--- config.mk ---
export PLATFORM = sky130hd
export DESIGN_NAME = sum_acc_n
export DESIGN_NICKNAME = d
export VERILOG_FILES = /design/src/rtl/sum_acc_n.sv
export SDC_FILE = /design/constraint.sdc
export NUM_CORES = 1
export LEC_CHECK = 0
export CORE_UTILIZATION = 48
export DETAILED_ROUTE_END_ITERATION = 8
export GPL_TIMING_DRIVEN = 0
export HOLD_SLACK_MARGIN = 0.1
export PLACE_DENSITY = 0.87
export SLEW_MARGIN = 10
export SYNTH_ARGS = -nofsm -noshare
export SYNTH_HDL_FRONTEND = slang
export SYNTH_SLANG_ARGS = --single-unit
--- constraint.sdc ---
create_clock -name clk_i -period 3.1 [get_ports clk_i]
set_input_delay 0.62 -clock clk_i [delete_from_list [all_inputs] [get_ports clk_i]]
set_output_delay 0.62 -clock clk_i [all_outputs]
set_load 0.005 [all_outputs]
--- src/rtl/sum_acc_n.sv ---
// Accumulator downstream of the n-bit ripple adder. It sums a programmed number of
// {over, sum} beats into a register wide enough never to wrap, then hands off the total.
module sum_acc_n #(
  parameter int unsigned n     = 8,
  parameter int unsigned CNT_W = 4
) (
  input  logic                 clk_i,
  input  logic                 rst_i,
  input  logic                 start_i,
  input  logic [CNT_W-1:0]     len_i,
  input  logic [n-1:0]         sum_i,
  input  logic                 over_i,
  input  logic                 valid_i,
  output logic                 ready_o,
  output logic [n+CNT_W:0]     acc_o,
  output logic [CNT_W-1:0]     cnt_o,
  output logic                 valid_o,
  input  logic                 ready_i,
  output logic                 busy_o
);

  localparam int unsigned AccW = n + 1 + CNT_W;

  typedef enum logic [1:0] {StIdle, StAcc, StDone} state_e;

  state_e            state_q, state_d;
  logic [AccW-1:0]   acc_q, acc_d;
  logic [CNT_W-1:0]  cnt_q, cnt_d;
  logic [CNT_W-1:0]  len_q, len_d;

  logic [AccW-1:0]   beat;
  logic [CNT_W:0]    cnt_inc;

  assign beat    = {{CNT_W{1'b0}}, over_i, sum_i};
  // One extra bit so a full-length run is detected before the count wraps.
  assign cnt_inc = {1'b0, cnt_q} + {{CNT_W{1'b0}}, 1'b1};

  always_comb begin
    state_d = state_q;
    acc_d   = acc_q;
    cnt_d   = cnt_q;
    len_d   = len_q;
    unique case (state_q)
      StIdle: begin
        if (start_i) begin
          len_d   = len_i;
          acc_d   = '0;
          cnt_d   = '0;
          state_d = (len_i == '0) ? StDone : StAcc;
        end
      end
      StAcc: begin
        if (valid_i) begin
          acc_d = acc_q + beat;
          cnt_d = cnt_inc[CNT_W-1:0];
          if (cnt_inc == {1'b0, len_q}) begin
            state_d = StDone;
          end
        end
      end
      StDone: begin
        if (ready_i) begin
          state_d = StIdle;
        end
      end
      default: state_d = StIdle;
    endcase
  end

  always_ff @(posedge clk_i) begin
    if (rst_i) begin
      state_q <= StIdle;
      acc_q   <= '0;
      cnt_q   <= '0;
      len_q   <= '0;
    end else begin
      state_q <= state_d;
      acc_q   <= acc_d;
      cnt_q   <= cnt_d;
      len_q   <= len_d;
    end
  end

  // Outputs decode from registered state only.
  assign ready_o = (state_q == StAcc);
  assign valid_o = (state_q == StDone);
  assign busy_o  = (state_q != StIdle);
  assign acc_o   = acc_q;
  assign cnt_o   = cnt_q;

endmodule

==> results of run 1 <==
[area by class of cell]
cell class                 count  area (um2)
clock inverter                 1       5.005
tap                           31       38.79
multi-input combinational    139       954.7
sequential                    23       460.4
buffer                         5       30.03
inverter                      10       37.54
fill                         237       909.6
clock buffer                   3       22.52
timing repair buffer          37       370.4
[synth_stat cells, types with 2 or more instances]
library cell	instances	area [um2]
dfxtp_1	23	460.4
nor2_1	19	71.32
a21oi_1	14	70.07
nand2_1	14	52.55
ha_1	10	125.1
inv_1	10	37.54
o21ai_0	9	45.04
xnor2_1	6	52.55
a21o_1	5	37.54
nand3_1	5	25.02
nand3b_1	5	37.54
mux2i_1	4	40.04
nand2b_1	4	25.02
xor2_1	4	35.03
clkbuf_1	3	11.26
nor4_1	3	18.77
o211ai_1	3	22.52
a211o_1	2	17.52
a22oi_1	2	15.01
a31oi_1	2	12.51
nand4_1	2	12.51
[through the flow]
stage               std cells  instance area (um2)
CTS                       249                 1919
detailed placement        245                 1892
finish                    249                 1919
global route              249                 1919
global placement          245                 1892
floorplan                 177                 1483
[worst min-delay path, cell delays in order (launching register included)]
cell and delay (ns):
dfxtp_1 0.36, nand2_1 0.06, a21oi_1 0.05
[metal layers]
layer	GRT usage	up-vias
li1	-	730
met1	0.3137	653
met2	0.3555	33
met3	0.02268	4
met4	0.08711	0
met5	0	-
[state kept, by name (all words and copies together) (netlist names)]
signal	cells
len_q	4
acc_o	13
state_q	2
cnt_o	4
[cell families after synthesis]
logic type / Yosys count / share of synthesized area
mux: 4 / 0.02701
buf+inv: 15 / 0.04557
fa+ha+maj: 11 / 0.09789
compound gates: 53 / 0.2532
simple gates: 61 / 0.2068
xor+xnor: 10 / 0.05907
flops: 23 / 0.3105
[path summary, 6_finish.rpt]
check,from,to,depth (start not counted)
hold / removal,acc_o[2],acc_o[2],2
setup reg to reg,acc_o[0],acc_o[10],8
setup / recovery,sum_i[0],acc_o[10],9
hold reg to reg,acc_o[2],acc_o[2],2
[power breakdown]
part           switching [W]  total, W  leakage [nW]  internal [W]
sequential         0.0000121  0.000322         0.187      0.000310
clock              0.0000933  0.000141        0.0177     0.0000482
combinational      0.0000988  0.000197         0.583     0.0000979
total               0.000204  0.000660         0.788      0.000456
==> metrics.yaml, run 1 <==
status: "finished, violations left"
die-area_um2: 3315
synth-edff-count: 0
async_flop_share: 0
maxSlewViolCount: 0
setup_tns_ns: 0
grt_pass1_wl_um: 5823
cpPeakStageDelay_ns: 0.46
fin_util: 0.6785
period_share: 0.8979
ir_worst_vdd_mv: 0.2285
hp-class: "reg -> reg"
hpwlAfterDp_um: 2580
total_power_w: 0.0006601
first_iter_violations: 46
route.met3.wl_um: 129
syn_area_per_cell_um2: 8.377
cts_buffer_depth: 2
setup_ws_ns: 0.3165
ys.flop_type: "dfxtp_1"
routed_wl_um: 3488
routedWlPerCell_um: 14.01
clk_latency_ns: 0.31
syn_nets: 206
violations: "design-rule violations"
grt_overflow: 0
crit_chain: "clkdlybuf4s50_1 > ha_1 > inv_1 > fa_1 > nand2b_1 > a21o_1 > a311o_1 > o41ai_1 > a41o_1"
nets: 248
maxSlewHeadroom: 0.6353
rsz0062_at_grt: "false"
path_clk_slew_ns: 0.13
viasPerCell: 5.703
fin_worst_skew_ns: 0.003965
critPathMaxFanout: 5
post_cts_resized: 0
setup_viol: 0
htreeDepth: 1
post_cts_buffers: 0
die_h_um: 57.58
root_buffer: "clkbuf_4"
drc: 3
grt_antenna_before_repair: 0
n_antenna_cell: 0
rows: 19
place_ws_ns: 0.02782
power_leakage_nw: 0.7877
syn_area_um2: 1483
area.growth.synth_to_final_pct: 29.45
required_ns: 3.37
grt_max_degree: 14
core-area_um2: 2829
drtAntennaViolNets: 0
drive_above_1_share: 0.05505
fin_crit_ns: 2.784
synthCells: 177
crit_slowest_cell: "clkdlybuf4s50_1"
dr_wl_met2_um: 1562
final_common_cell: "clkdlybuf4s50_1"
ys_types: 49
final_cell_mix: "clkdlybuf4s50_1, dfxtp_1, nor2_1"
initial_core_util: 0.5241
tightest_slew_ns: 0.5450
cts_tree: "done"
maxCapViolCount: 0
grt.total_usage: 0.2245
ys_ff_latch: 23
crit_path_end_kind: "register"
num_io_pins: 38
pwr_density_cell_nw_per_um2: 343.9
yosys_warnings: 0
holdWs_ns: 0.5058
cts_made_buffers: 3
cts_sinks: 23
vias: 1420
postCtsHoldBufs: 0
port_buffers: 37
synth-seq-area-share: 0.3105
cp.arrival_ns: 3.05
hold_violations: 0
criticalPathCategory: "in -> reg"
die_w_um: 57.58
startpoint_type: "input pin"
r2r_slack_ns: 0.70
dr.max_layer_used: "met4"
path_buf_inv: 2
gp_congestion: 0.8293
wl_met1_um: 1763
cpLargestDelayFamily: "compound AO/OA/AOI/OAI gates"
grt_pass1_vias: 1298
drtPass1Iterations: 6
max_freq_mhz: 359.3
No activity file was read; power rests on OpenSTA's default activity.
==> inputs of run 2 (changes only) <==
CORE_UTILIZATION = 55   (was 48)
DONT_BUFFER_PORTS = 1   (was not set)
PLACE_DENSITY = 0.78   (was 0.87)
==> run 2 against run 1 <==
  * The flow now finishes without violations
  * Sequential share of layout area increased by 5.8 points
  * Combinational power decreased by 24%
  * Largest cell class unchanged
  * Count of clock-buffer cells in the layout unchanged
  * Hold slack got worse by 0.054 ns
  * Core utilization decreased by 6.5 points
  * Sequential power about the same
  * Final cell count decreased by 15%
  * Setup slack improved by 0.33 ns
  * Critical path type is now reg -> reg
  * Cell area decreased by 19%
  * First-iteration DRC count decreased by 6.5%
  * Non-clock buffer count decreased by 37
  * Fmax increased by 13%
==> metrics.yaml, run 2 (same netlist as run 1, synthesis figures left out) <==
rows: 18  # -1
initial_core_util: 0.5878  # +0.06369
maxCapViolCount: 0  # unchanged
port_buffers: 0  # -100%
cp.arrival_ns: 2.73  # -0.32 ns
clk_latency_ns: 0.32  # about the same
p_sw_frac: 0.3192  # +0.01002
timing.rr.start: "acc_o[0]"
crit_path_end_kind: "register"
required_ns: 3.37  # about the same
post_cts_buffers: 0  # unchanged
hold_violations: 0  # unchanged
post_dp_cell_area_um2: 1520  # -20%
finalInstanceArea_um2: 1548  # -19%
critPathMaxFanout: 5  # unchanged
postCtsHoldBufs: 0  # unchanged
grt_pass1_vias: 1160  # -11%
root_buffer: "clkbuf_4"
viasPerCell: 6.346  # +11%
num_io_pins: 38  # unchanged
die_h_um: 53.92  # -6.3%
nets: 211  # -15%
setup_viol: 0  # unchanged
min_to: "len_q[1]"
r2r_slack_ns: 0.64  # -0.06 ns
ir_worst_vdd_mv: 0.3322  # +45%
r2r-end: "acc_o[10]"
status: "finished, final reports clean"
n_fill_cell: 236  # -0.42%
cts_buffer_depth: 2  # unchanged
period_share: 0.7928  # -0.1051
max_freq_mhz: 406.9  # +13%
ff_latch_area_um2: 460.4  # unchanged
total_power_w: 0.0006152  # -6.8%
maxSlewViolCount: 0  # unchanged
gp_congestion: 0.7980  # -3.8%
startpoint_type: "register"
p_sw_w: 0.0001964  # -3.8%
n_antenna_cell: 0  # unchanged
tightest_slew_ns: 0.5133  # -0.03163 ns
r2r_cells: 8  # unchanged
cts_tree: "done"
cts_made_buffers: 3  # unchanged
grt.total_usage: 0.2451  # +0.02065
die-area_um2: 2907  # -12%
multi_input_area_um2: 954.7  # unchanged
path_clk_slew_ns: 0.13  # about the same
pwr_density_cell_nw_per_um2: 397.5  # +16%
grt_overflow: 0  # unchanged
routedWlPerCell_um: 15.64  # +12%
holdWs_ns: 0.4518  # -0.05402 ns
maxSlewHeadroom: 0.6565  # +0.02116
pwr-share-clk: 0.231  # +0.017
grt_pass1_wl_um: 5057  # -13%
vias: 1339  # -5.7%
drive_above_1_share: 0.06630  # +0.01125
rsz0062_at_grt: "false"
drc: 0  # -3
grt_max_degree: 14  # unchanged
drtPass1Iterations: 4  # -2
first_iter_violations: 43  # -6.5%
hold_depth: 2  # unchanged
drtAntennaViolNets: 0  # unchanged
hpwlAfterDp_um: 2504  # -2.9%
fin_worst_skew_ns: 0.003161  # -0.0008044 ns
hp-class: "in -> reg"
final_cell_mix: "dfxtp_1, nor2_1, nand2_1, a21oi_1"
setup_tns_ns: 0  # unchanged
largest_register_ffs: 13  # unchanged
cts_sinks: 23  # unchanged
power_leakage_nw: 0.6520  # -17%
combPwrFrac: 0.242  # -0.056
pwr-share-seq: 0.527  # +0.039
grt_antenna_before_repair: 0  # unchanged
area.growth.synth_to_final_pct: 4.388
criticalPathCategory: "reg -> reg"
post_cts_resized: 0  # unchanged
fin_crit_ns: 2.458  # -0.3259 ns
routed_wl_um: 3300  # -5.4%
startpoint: "acc_o[0]"
core-area_um2: 2522  # -11%
hp-start: "len_i[1]"
final_common_cell: "dfxtp_1"
die_w_um: 53.92  # -6.3%
power_report.internal_total_w: 0.0004188  # -8.2%
htreeDepth: 1  # unchanged
==> run 2: worst max-delay path by stage <==
stage / endpoint / depth (start not counted)
final: acc_o[10] / 8
after global placement: acc_o[10] / 8
after floorplan: acc_o[10] / 8
after CTS: acc_o[10] / 8
after detailed placement: acc_o[10] / 8
after global routing: acc_o[10] / 8
==> run 2: layout make-up <==
class	count	area share
multi-input combinational	139	0.6168
sequential	23	0.2975
inverter	10	0.02425
tap	30	0.02425
buffer	5	0.01940
clock buffer	3	0.01455
clock inverter	1	0.003234
==> run 2: metal layers <==
metal  share of wire  GRT usage  vias up
met5               0          0        -
met3           0.073    0.07910        2
li1                -          -      656
met1            0.44     0.3046      629
met4          0.0030    0.05263        0
met2            0.48     0.4095       52
==> run 2: critical path, cell delays in order, from the launching register on <==
cell      delay, ns
dfxtp_1        0.40
ha_1           0.22
inv_1          0.07
fa_1           0.39
nand2b_1       0.20
a21o_1         0.20
a311o_1        0.39
o41ai_1        0.40
a41o_1         0.14
==> run 2: power groups by stage <==
stage / logic (W) / clock network (W) / registers, W
2_1_floorplan: 0.000120 / 0 / 0.000327
3_3_place_gp: 0.000141 / 0 / 0.000331
3_5_place_dp: 0.000146 / 0 / 0.000331
4_1_cts: 0.000147 / 0.000146 / 0.000325
5_1_grt: 0.000165 / 0.000157 / 0.000326
6_report: 0.000149 / 0.000142 / 0.000324
==> run 2: metrics by stage <==
| step | std cells | util | setup slack (ns) |
|---|---|---|---|
| global route | 211 | 0.6136 | 0.4792 |
| detailed placement | 207 | 0.6027 | 0.4950 |
| global placement | 207 | 0.6027 | 0.5588 |
| finish | 211 | 0.6136 | 0.6423 |
| CTS | 211 | 0.6136 | 0.6539 |
| floorplan | 177 | - | 0.7026 |
